## config.mk

```make
export PLATFORM = sky130hd
export DESIGN_NAME = phy_rx_sync_monitor
export DESIGN_NICKNAME = d
export VERILOG_FILES = /design/src/rtl/phy_rx_pkg.sv /design/src/rtl/phy_rx_word_classify.sv /design/src/rtl/phy_rx_sync_monitor.sv
export SDC_FILE = /design/constraint.sdc
export NUM_CORES = 1
export LEC_CHECK = 0
export CAP_MARGIN = 30
export CORE_MARGIN = 4
export CORE_UTILIZATION = 52
export CTS_CLUSTER_DIAMETER = 40
export DETAILED_ROUTE_END_ITERATION = 6
export GPL_TIMING_DRIVEN = 0
export PLACE_DENSITY_LB_ADDON = 0.12
export SLEW_MARGIN = 20
export SYNTH_ARGS = -nofsm -noshare
export SYNTH_HDL_FRONTEND = slang
export SYNTH_SLANG_ARGS = --single-unit
```

## constraint.sdc

```tcl
create_clock -name clk_rx_i -period 3.1 [get_ports clk_rx_i]
set_clock_uncertainty 0.1 [all_clocks]
set_input_delay 0.465 -clock clk_rx_i [delete_from_list [all_inputs] [get_ports clk_rx_i]]
set_output_delay 0.465 -clock clk_rx_i [all_outputs]
set_load 0.05 [all_outputs]
```

## src/rtl/phy_rx_pkg.sv

```systemverilog
// rtl/phy_rx_pkg.sv - shared 16-bit PCS word definitions and running-disparity rule
// Shared by the RX sync monitor and the TX disparity tracker so both directions
// apply exactly the same per-byte disparity step.
// No ports (package).
package phy_rx_pkg;

    typedef enum logic [1:0] {
        LOSS,
        ACQ,
        SYNC
    } rx_state_e;

    localparam logic [7:0]  K28_5      = 8'hBC;

    // Disparity-flip tables, indexed MSB-first (entry 0 is the leftmost bit).
    localparam logic [31:0] DP6_TABLE  = 32'b11101000100000011000000110010111;
    localparam logic [7:0]  DP4_TABLE  = 8'b10001001;

    // The twelve legal K code values.
    function automatic logic f_is_valid_k(input logic [7:0] d);
        logic hit;
        case (d)
            8'h1C, 8'h3C, 8'h5C, 8'h7C,
            8'h9C, 8'hBC, 8'hDC, 8'hFC,
            8'hF7, 8'hFB, 8'hFD, 8'hFE: hit = 1'b1;
            default:                    hit = 1'b0;
        endcase
        return hit;
    endfunction

    function automatic logic f_rd_step8(input logic rd, input logic k, input logic [7:0] d);
        logic dp6;
        logic dp4;
        logic rd_n;
        dp6 = DP6_TABLE[5'd31 - d[4:0]];
        dp4 = DP4_TABLE[3'd7 - d[7:5]];
        // K codes other than K28.x keep the current disparity.
        if (k && (d[1:0] != 2'b00)) begin
            rd_n = rd;
        end else begin
            rd_n = rd ^ (k ^ dp6 ^ dp4);
        end
        return rd_n;
    endfunction

    // Upper byte is on the wire first, so it is applied first.
    function automatic logic f_rd_step16(input logic rd, input logic [1:0] k, input logic [15:0] d);
        logic rd_hi;
        rd_hi = f_rd_step8(rd, k[1], d[15:8]);
        return f_rd_step8(rd_hi, k[0], d[7:0]);
    endfunction

endpackage

```

## src/rtl/phy_rx_word_classify.sv

```systemverilog
// rtl/phy_rx_word_classify.sv - combinational good/bad/aligned-comma decode of one RX word
// Ports:
//   data_i    [15:0] decoded word, [15:8] first on the wire
//   k_i       [1:0]  K flags, bit 1 for [15:8], bit 0 for [7:0]
//   enc_err_i        PHY code/disparity violation
//   bad_o            word is bad
//   comma_o          word is a good, aligned K28.5 comma
module phy_rx_word_classify
    import phy_rx_pkg::*;
(
    input  logic [15:0] data_i,
    input  logic [1:0]  k_i,
    input  logic        enc_err_i,
    output logic        bad_o,
    output logic        comma_o
);

    logic hi_k_bad;
    logic lo_k_bad;
    logic lo_comma;
    logic aligned;

    assign hi_k_bad = k_i[1] && !f_is_valid_k(data_i[15:8]);
    assign lo_k_bad = k_i[0] && !f_is_valid_k(data_i[7:0]);
    // A comma in the second byte means word alignment has slipped.
    assign lo_comma = k_i[0] && (data_i[7:0] == K28_5);
    assign aligned  = k_i[1] && !k_i[0] && (data_i[15:8] == K28_5);

    assign bad_o    = enc_err_i || hi_k_bad || lo_k_bad || lo_comma;
    assign comma_o  = aligned && !bad_o;

endmodule

```

## src/rtl/phy_rx_sync_monitor.sv

```systemverilog
// rtl/phy_rx_sync_monitor.sv - RX word sync acquisition, disparity tracking and error statistics
// Ports:
//   clk_rx_i, rst_i        RX word clock, synchronous active-high reset
//   rx_data_i, rx_k_i      decoded word and K flags (one word per clock)
//   rx_enc_err_i           PHY code/disparity violation for this word
//   clr_cnt_i              synchronous clear of err/loss counters
//   synced_o               state is SYNC
//   comma_o                pulse: aligned comma accepted
//   rd_o                   running disparity after the last word (0 = RD-)
//   err_cnt_o, loss_cnt_o  saturating bad-word / sync-loss counters
module phy_rx_sync_monitor
    import phy_rx_pkg::*;
#(
    parameter int g_err_cnt_width  = 16,
    parameter int g_loss_cnt_width = 8,
    parameter int g_acq_commas     = 3
) (
    input  logic                        clk_rx_i,
    input  logic                        rst_i,
    input  logic [15:0]                 rx_data_i,
    input  logic [1:0]                  rx_k_i,
    input  logic                        rx_enc_err_i,
    input  logic                        clr_cnt_i,
    output logic                        synced_o,
    output logic                        comma_o,
    output logic                        rd_o,
    output logic [g_err_cnt_width-1:0]  err_cnt_o,
    output logic [g_loss_cnt_width-1:0] loss_cnt_o
);

    localparam logic [2:0] ACQ_N = 3'(g_acq_commas);
    localparam logic [g_err_cnt_width-1:0]  ERR_ONE  = {{(g_err_cnt_width-1){1'b0}}, 1'b1};
    localparam logic [g_loss_cnt_width-1:0] LOSS_ONE = {{(g_loss_cnt_width-1){1'b0}}, 1'b1};

    rx_state_e                   state_q;
    logic [2:0]                  comma_cnt_q;
    logic [1:0]                  bad_cnt_q;
    logic [1:0]                  good_cnt_q;
    logic                        synced_q;
    logic                        comma_q;
    logic                        rd_q;
    logic [g_err_cnt_width-1:0]  err_cnt_q;
    logic [g_loss_cnt_width-1:0] loss_cnt_q;

    logic                        w_bad;
    logic                        w_comma;
    logic                        err_inc;
    logic                        loss_inc;
    logic                        rd_d;
    logic [g_err_cnt_width-1:0]  err_cnt_d;
    logic [g_loss_cnt_width-1:0] loss_cnt_d;

    phy_rx_word_classify u_classify (
        .data_i    (rx_data_i),
        .k_i       (rx_k_i),
        .enc_err_i (rx_enc_err_i),
        .bad_o     (w_bad),
        .comma_o   (w_comma)
    );

    always_comb begin
        // Disparity is meaningless until a comma has framed the stream.
        rd_d     = (state_q == LOSS) ? 1'b0 : f_rd_step16(rd_q, rx_k_i, rx_data_i);
        err_inc  = (state_q == SYNC) && w_bad;
        loss_inc = err_inc && (bad_cnt_q == 2'd3);

        err_cnt_d = err_cnt_q;
        if (clr_cnt_i) begin
            err_cnt_d = '0;
        end else if (err_inc && (err_cnt_q != '1)) begin
            err_cnt_d = err_cnt_q + ERR_ONE;
        end

        loss_cnt_d = loss_cnt_q;
        if (clr_cnt_i) begin
            loss_cnt_d = '0;
        end else if (loss_inc && (loss_cnt_q != '1)) begin
            loss_cnt_d = loss_cnt_q + LOSS_ONE;
        end
    end

    always_ff @(posedge clk_rx_i) begin
        if (rst_i) begin
            state_q     <= LOSS;
            comma_cnt_q <= '0;
            bad_cnt_q   <= '0;
            good_cnt_q  <= '0;
            synced_q    <= 1'b0;
            comma_q     <= 1'b0;
            rd_q        <= 1'b0;
            err_cnt_q   <= '0;
            loss_cnt_q  <= '0;
        end else begin
            comma_q    <= w_comma;
            rd_q       <= rd_d;
            err_cnt_q  <= err_cnt_d;
            loss_cnt_q <= loss_cnt_d;

            unique case (state_q)
                LOSS: begin
                    if (w_comma) begin
                        if (ACQ_N == 3'd1) begin
                            state_q    <= SYNC;
                            synced_q   <= 1'b1;
                            bad_cnt_q  <= '0;
                            good_cnt_q <= '0;
                        end else begin
                            state_q     <= ACQ;
                            comma_cnt_q <= 3'd1;
                        end
                    end
                end
                ACQ: begin
                    if (w_bad) begin
                        state_q     <= LOSS;
                        comma_cnt_q <= '0;
                    end else if (w_comma) begin
                        if (comma_cnt_q + 3'd1 == ACQ_N) begin
                            state_q     <= SYNC;
                            synced_q    <= 1'b1;
                            comma_cnt_q <= '0;
                            bad_cnt_q   <= '0;
                            good_cnt_q  <= '0;
                        end else begin
                            comma_cnt_q <= comma_cnt_q + 3'd1;
                        end
                    end
                end
                SYNC: begin
                    if (w_bad) begin
                        good_cnt_q <= '0;
                        if (bad_cnt_q == 2'd3) begin
                            state_q     <= LOSS;
                            synced_q    <= 1'b0;
                            comma_cnt_q <= '0;
                            bad_cnt_q   <= '0;
                        end else begin
                            bad_cnt_q <= bad_cnt_q + 2'd1;
                        end
                    end else if (bad_cnt_q != 2'd0) begin
                        // Four clean words in a row forgive one earlier bad word.
                        if (good_cnt_q == 2'd3) begin
                            bad_cnt_q  <= bad_cnt_q - 2'd1;
                            good_cnt_q <= '0;
                        end else begin
                            good_cnt_q <= good_cnt_q + 2'd1;
                        end
                    end
                end
                default: begin
                    state_q  <= LOSS;
                    synced_q <= 1'b0;
                end
            endcase
        end
    end

    assign synced_o   = synced_q;
    assign comma_o    = comma_q;
    assign rd_o       = rd_q;
    assign err_cnt_o  = err_cnt_q;
    assign loss_cnt_o = loss_cnt_q;

endmodule
```

==> results.py, run 1 <==
metrics = {
    "placed_design": {
        "port_buffers": 46,
        "dp_slack_ns": -0.136,
        "dp_hpwl_um": 4170,
        "dp_cells": 393,
        "gp_congestion": 0.910,
    },
    "synth": {
        "async_reset_ff_frac": 0,
        "syn_nets": 340,
        "syn_inst": 295,
        "synth_edf_count": 0,
        "synthFlopType": "dfxtp_1",
        "syn_area_sq_um": 2480,
        "yosysSeqAreaShare": 0.291,
        "syn_avg_cell_area_sq_um": 8.40,
        "ys_ff_latch": 36,
        "synth_cell_types": 56,
        "yosys_warnings": 0,
    },
    "power": {
        "switching_share": 0.238,
        "combPwrFrac": 0.135,
        "finalPower_uw": 928,
        "power_density_nw_per_um2": 299,
        "p_leak_uw": 0.00109,
        "peakVddDrop_mv": 0.297,
        "p_clk_frac": 0.367,
        "power.switching_uw": 221,
        "internal_power_uw": 707,
        "seqPwrFrac": 0.498,
    },
    "global_routing": {
        "antenna_found_initial": 0,
        "grt_max_degree": 11,
        "grt_pass1_wl_um": 9580,
        "grt_usage": 0.190,
        "first_global_vias": 2131,
        "grt_overflow": 0,
    },
    "routing": {
        "via_count": 2279,
        "routed_via_density": 5.68,
        "drc": 0,
        "ant_nets": 0,
        "wl_per_cell_um": 13.6,
        "first_pass_iters": 4,
        "drt_iter0_markers": 89,
        "wl_um": 5460,
    },
    "clocking": {
        "htree_num_levels": 2,
        "cts_buffers": 5,
        "hold_buffers": 0,
        "cts_tree": "built",
        "clk_latency_ns": 0.28,
        "root_buffer": "clkbuf_8",
        "cts_sinks": 36,
        "cts_setup_buffers": 0,
        "clk_path_buf_depth": 2,
        "path_clk_slew_ns": 0.07,
    },
    "sta": {
        "finalSetupTns_ns": 0,
        "slew_viol_final": 0,
        "setup_ws_ns": 0.196,
        "finalCritPeriodShare": 0.937,
        "rsz0062_at_grt": "no",
        "setup_viol": 0,
        "slew_headroom": 0.654,
        "final.min_clock_period_ns": 2.90,
        "fmax_mhz": 344,
        "worstMarginPinSlew_ns": 0.517,
        "hold_viol_final": 0,
    },
    "cells_and_area": {
        "fin_cells": 401,
        "diodes": 0,
        "layout-drive-gt1-share": 0.0745,
        "nFillCells": 397,
        "nNetsFinal": 393,
        "areaGrowthSynthToFinish_pct": 25.2,
    },
    "critical_path": {
        "cp_slowest_cell": "clkdlybuf4s50_1",
        "path_max_fanout": 7,
        "slowest_delay_ns": 0.54,
        "cp-start-kind": "primary input",
        "reg2regPathDepth": 9,
        "required_ns": 3.21,
        "setup.worst_path.class": "primary input to register",
        "cp-end-kind": "register",
        "crit_chain": "clkdlybuf4s50_1 > inv_1 > ha_1 > nor3_1 > a21oi_1 > o21a_1 > a41oi_2 > o21ai_2 > or3b_1 > o31ai_2",
        "crit_arrival_ns": 3.01,
    },
    "floorplan": {
        "die_area_sq_um": 5940,
        "coreArea_sq_um": 4470,
        "fp.dieW_um": 77.0,
        "die_h_um": 77.0,
        "row_count": 24,
        "start_util": 0.554,
        "io_pins": 49,
    },
    "outcome": {
        "outcome": "complete, no violations",
    },
    "hold_path": {
        "holdCritPathClass": "register to register",
        "whs_path_depth": 2,
    },
    "job": {
        "max_cap_viol_count": 0,
    },
}
[worst max-delay path: cells and delay by family]
| family | cells | cell delay (ns) |
|---|---|---|
| AND/OR/NAND/NOR | 2 | 0.66 |
| adder cells (fa/ha/maj) | 1 | 0.29 |
| AO/OA/AOI/OAI | 5 | 0.96 |
| buffers and inverters | 2 | 0.63 |
[Yosys cell counts (all sizes together), types with 2 or more instances]
cell / instances / area [sq um]
o31ai: 2 / 33.8
nor3b: 2 / 15.0
nor4b: 2 / 17.5
nand2b: 4 / 25.0
or3: 2 / 12.5
nand3b: 2 / 15.0
o31a: 2 / 17.5
a31oi: 4 / 25.0
clkbuf: 5 / 28.8
nor2: 34 / 130
buf: 3 / 21.3
a41oi: 2 / 25.0
inv: 18 / 67.6
a21oi: 9 / 45.0
o21a: 3 / 22.5
nor3: 13 / 65.1
and4: 2 / 17.5
a211oi: 3 / 22.5
nand3: 9 / 45.0
mux2i: 7 / 70.1
ha: 23 / 288
nor4: 4 / 25.0
xnor2: 18 / 158
mux4: 2 / 45.0
dfxtp: 36 / 721
and3: 7 / 50.1
nand2: 30 / 120
nand4: 9 / 62.6
o21ai: 16 / 83.8
xor2: 7 / 61.3
[metal layers]
layer	track usage	wire length (um)
met1	0.246	2560
met2	0.320	2610
met3	0.0527	259
met4	0.0320	34
met5	0	0
[flip-flops by register name (all words and copies together), names as in the netlist]
register,count
good_cnt_q,2
err_cnt_o,16
loss_cnt_o,8
bad_cnt_q,2
state_q,2
comma_cnt_q,3
rd_o,1
comma_o,1
synced_o,1
[power by group through the flow]
stage	Clock, uW	Combinational, uW	Sequential, uW
2_1_floorplan	0	75.6	473
5_1_grt	374	137	462
4_1_cts	347	123	462
3_5_place_dp	0	122	473
6_report	341	125	462
3_3_place_gp	0	121	473
[cells in the final DEF, fill, tap and decap left out, types with 2 or more instances in the layout]
| cell | netlist | final |
|---|---|---|
| a211oi_1 | 3 | 3 |
| a21oi_1 | 9 | 8 |
| a31oi_1 | 4 | 4 |
| and3_1 | 5 | 5 |
| and4_1 | 2 | 2 |
| buf_2 | 2 | 2 |
| clkbuf_1 | 4 | 6 |
| clkbuf_8 | 1 | 7 |
| clkdlybuf4s50_1 | 0 | 46 |
| dfxtp_1 | 36 | 36 |
| ha_1 | 23 | 23 |
| inv_1 | 18 | 18 |
| mux2i_1 | 7 | 7 |
| mux4_2 | 2 | 2 |
| nand2_1 | 29 | 29 |
| nand2b_1 | 4 | 4 |
| nand3_1 | 9 | 9 |
| nand3b_1 | 2 | 2 |
| nand4_1 | 8 | 8 |
| nor2_1 | 33 | 33 |
| nor3_1 | 13 | 13 |
| nor3b_1 | 2 | 2 |
| nor4_1 | 4 | 4 |
| o21a_1 | 3 | 3 |
| o21ai_0 | 8 | 8 |
| o21ai_1 | 7 | 7 |
| o31a_1 | 2 | 2 |
| or3_1 | 2 | 2 |
| xnor2_1 | 18 | 18 |
| xor2_1 | 7 | 7 |
[stage by stage]
| stage | hold slack, ns | area (sq um) | util |
|---|---|---|---|
| after floorplan | 0.349 | 2480 | - |
| after global placement | 0.362 | 3000 | 0.671 |
| after detailed placement | 0.369 | 3000 | 0.671 |
| after CTS | 0.378 | 3090 | 0.692 |
| after global routing | 0.397 | 3100 | 0.694 |
| final | 0.378 | 3100 | 0.694 |
[kinds of logic (layout without fill, tap and decap cells)]
logic type / count (synthesis) / count (layout) / share of synthesized area
AOI/OAI and AO/OA: 49 / 49 / 0.140
xor gates and xnor gates: 26 / 26 / 0.0974
adders and majority gates: 23 / 23 / 0.116
buffers and inverters: 27 / 81 / 0.0510
DFF: 36 / 36 / 0.291
muxes: 9 / 9 / 0.0464
and+or+nand+nor: 125 / 125 / 0.258
[repair_timing]
item	in CTS	in global routing
resized for setup	0	2
setup endpoints to repair	0	8
hold endpoints to repair	0	0
[area by class of cell]
cell class / count / area (sq um) / area share
timing repair buffer: 46 / 460 / 0.148
clock buffer: 8 / 90.1 / 0.0290
buffer: 9 / 58.8 / 0.0189
inverter: 18 / 67.6 / 0.0218
sequential: 36 / 721 / 0.232
multi-input combinational: 232 / 1640 / 0.529
tap: 52 / 65.1 / 0.0210
[final timing paths]
path / from / end / slack [ns]
worst max register to register: state_q[1]$_SDFFE_PP0P_ / bad_cnt_q[0]$_SDFFE_PP0P_ / 0.66
worst min-delay path: bad_cnt_q[1]$_SDFFE_PP0P_ / bad_cnt_q[1]$_SDFFE_PP0P_ / 0.38
worst max-delay path: rx_data_i[8] / bad_cnt_q[0]$_SDFFE_PP0P_ / 0.20
worst min register to register: bad_cnt_q[1]$_SDFFE_PP0P_ / bad_cnt_q[1]$_SDFFE_PP0P_ / 0.38
Power figures use the tool's default switching activity.
==> run 2, diff against run 1 <==
- PLACE_DENSITY: not set -> 0.82
- PLACE_DENSITY_LB_ADDON: 0.12 -> not set
- TNS_END_PERCENT: not set -> 50
==> run 2 against run 1 <==
Die area unchanged. Critical path depth did not move. Flip-flop and latch count unchanged. Non-clock buffer count did not move. Cell count stayed put. Sequential power about the same. First-iteration DRC count increased by 22%. Wire length is 2.7% higher. Global-route usage increased by 0.79 points.
==> results.py, run 2 (synthesis gave the netlist of run 1 again) <==
metrics = {
    "floorplan": {
        "start_util": 0.554,
        "die_area_sq_um": 5940,
        "io_pins": 49,
        "die_h_um": 77.0,
        "row_count": 24,
        "coreArea_sq_um": 4470,
        "fp.dieW_um": 77.0,
    },
    "sta": {
        "finalCritPeriodShare": 0.950,
        "fmax_mhz": 340,
        "rsz0062_at_grt": "no",
        "setup_viol": 0,
        "slew_viol_final": 0,
        "worstMarginPinSlew_ns": 0.577,
        "hold_viol_final": 0,
        "finalSetupTns_ns": 0,
        "final.min_clock_period_ns": 2.94,
        "hold_ws_ns": 0.379,
        "slew_headroom": 0.615,
    },
    "clocking": {
        "clk_path_buf_depth": 2,
        "root_buffer": "clkbuf_8",
        "cts_tree": "built",
        "cts_setup_buffers": 0,
        "hold_buffers": 0,
        "cts_sinks": 36,
        "path_clk_slew_ns": 0.07,
        "cts_buffers": 5,
        "clk_latency_ns": 0.29,
        "htree_num_levels": 2,
        "cts_resized": 0,
    },
    "critical_path": {
        "setup.worst_path.class": "primary input to register",
        "critical_path_buf_inv_count": 2,
        "cp-start-kind": "primary input",
        "crit_chain": "clkdlybuf4s50_1 > inv_1 > ha_1 > nor3_1 > a21oi_1 > o21a_1 > a41oi_2 > o21ai_2 > or3b_1 > o31ai_2",
        "crit_arrival_ns": 3.05,
        "crit_family": "compound AO/OA/AOI/OAI gates",
        "path_max_fanout": 7,
        "cp-end-kind": "register",
        "slowest_delay_ns": 0.56,
        "cp_slowest_cell": "clkdlybuf4s50_1",
        "required_ns": 3.20,
    },
    "cells_and_area": {
        "nNetsFinal": 393,
        "largest_reg_flops": 16,
        "nFillCells": 361,
        "diodes": 0,
        "mostFrequentLayoutCells": "46 x clkdlybuf4s50_1, 36 x dfxtp_1, 33 x nor2_1",
        "areaGrowthSynthToFinish_pct": 25.7,
        "final_common_cell": "clkdlybuf4s50_1",
        "fin_cells": 401,
        "layout-drive-gt1-share": 0.0745,
    },
    "global_routing": {
        "grt_pass1_wl_um": 9910,
        "grt_max_degree": 13,
        "antenna_found_initial": 0,
        "first_global_vias": 2211,
        "grt_usage": 0.198,
        "grt_overflow": 0,
    },
    "power": {
        "p_leak_uw": 0.00110,
        "peakVddDrop_mv": 0.415,
        "internal_power_uw": 763,
        "power.switching_uw": 237,
        "seqPwrFrac": 0.462,
        "switching_share": 0.237,
        "power_density_nw_per_um2": 321,
        "p_clk_frac": 0.416,
        "combPwrFrac": 0.122,
    },
    "routing": {
        "first_pass_iters": 4,
        "ant_nets": 0,
        "via_count": 2284,
        "wl_um": 5600,
        "wl_per_cell_um": 14.0,
        "drt_iter0_markers": 109,
        "drc": 0,
        "routed_via_density": 5.70,
    },
    "placed_design": {
        "port_buffers": 46,
        "dp_cells": 393,
        "gp_congestion": 0.820,
        "dp_hpwl_um": 4200,
    },
    "outcome": {
        "outcome": "complete, no violations",
    },
    "job": {
        "max_cap_viol_count": 0,
    },
    "hold_path": {
        "holdCritPathClass": "register to register",
    },
}
-- run 2: cell types whose count changed in the layout (fill, tap and decap cells not counted), sizes merged --
cell | previous run | this run
clkinv | 0 | 1
bufinv | 0 | 1
clkinvlp | 0 | 1
clkbuf | 13 | 10
-- run 2: power by group through the flow --
stage / Clock [uW] / Combinational, uW / Sequential, uW
final: 415 / 122 / 462
after global routing: 439 / 135 / 462
after CTS: 421 / 123 / 462
after detailed placement: 0 / 122 / 473
after global placement: 0 / 120 / 473
after floorplan: 0 / 75.6 / 473
-- run 2: metal layers --
| metal | track usage | routed length (um) |
|---|---|---|
| met5 | 0 | 0 |
| met4 | 0.0605 | 61 |
| met3 | 0.0515 | 292 |
| met2 | 0.318 | 2650 |
| met1 | 0.259 | 2600 |
-- run 2: stage by stage --
| step | power [uW] | worst slack, ns | utilization | instance area, sq um |
|---|---|---|---|---|
| global route | 1040 | 0.0405 | 0.696 | 3120 |
| global placement | 593 | -0.0786 | 0.671 | 3000 |
| finish | 1000 | 0.155 | 0.696 | 3120 |
| CTS | 1010 | 0.194 | 0.696 | 3120 |
| detailed placement | 595 | -0.0988 | 0.671 | 3000 |
| floorplan | 548 | 0.669 | - | 2480 |
-- run 2: final timing paths --
path / start / end / slack, ns / cells after the start
max: rx_data_i[8] / bad_cnt_q[0]$_SDFFE_PP0P_ / 0.16 / 10
min: comma_cnt_q[2]$_SDFFE_PP0P_ / comma_cnt_q[2]$_SDFFE_PP0P_ / 0.38 / 2
max reg2reg: state_q[1]$_SDFFE_PP0P_ / bad_cnt_q[0]$_SDFFE_PP0P_ / 0.60 / 9
min reg2reg: comma_cnt_q[2]$_SDFFE_PP0P_ / comma_cnt_q[2]$_SDFFE_PP0P_ / 0.38 / 2
-- run 2: cell type report --
class / count / area (sq um) / area share
well taps: 52 / 65.1 / 0.0209
clock inverters: 3 / 42.5 / 0.0137
repair buffers: 46 / 460 / 0.148
multi-input cells: 232 / 1630 / 0.524
inverters: 18 / 67.6 / 0.0217
clock buffers: 5 / 68.8 / 0.0221
flip-flops and latches: 36 / 721 / 0.231
plain buffers: 9 / 58.8 / 0.0189
-- run 2: worst reg2reg max path, cell delays in order, from the launching register on --
cell and delay, ns:
dfxtp_1 0.39, inv_1 0.10, ha_1 0.30, inv_1 0.06, a211o_1 0.22, o31a_1 0.26
a41oi_2 0.26, o21ai_2 0.13, or3b_1 0.39, o31ai_2 0.20
==> run 3, diff against run 2 <==
- ABC_CLOCK_PERIOD_IN_PS: not set -> 3100
- HOLD_SLACK_MARGIN: not set -> 0.15
==> results of run 3 <==
The final DEF is identical to that of run 2; final timing and power are the same.
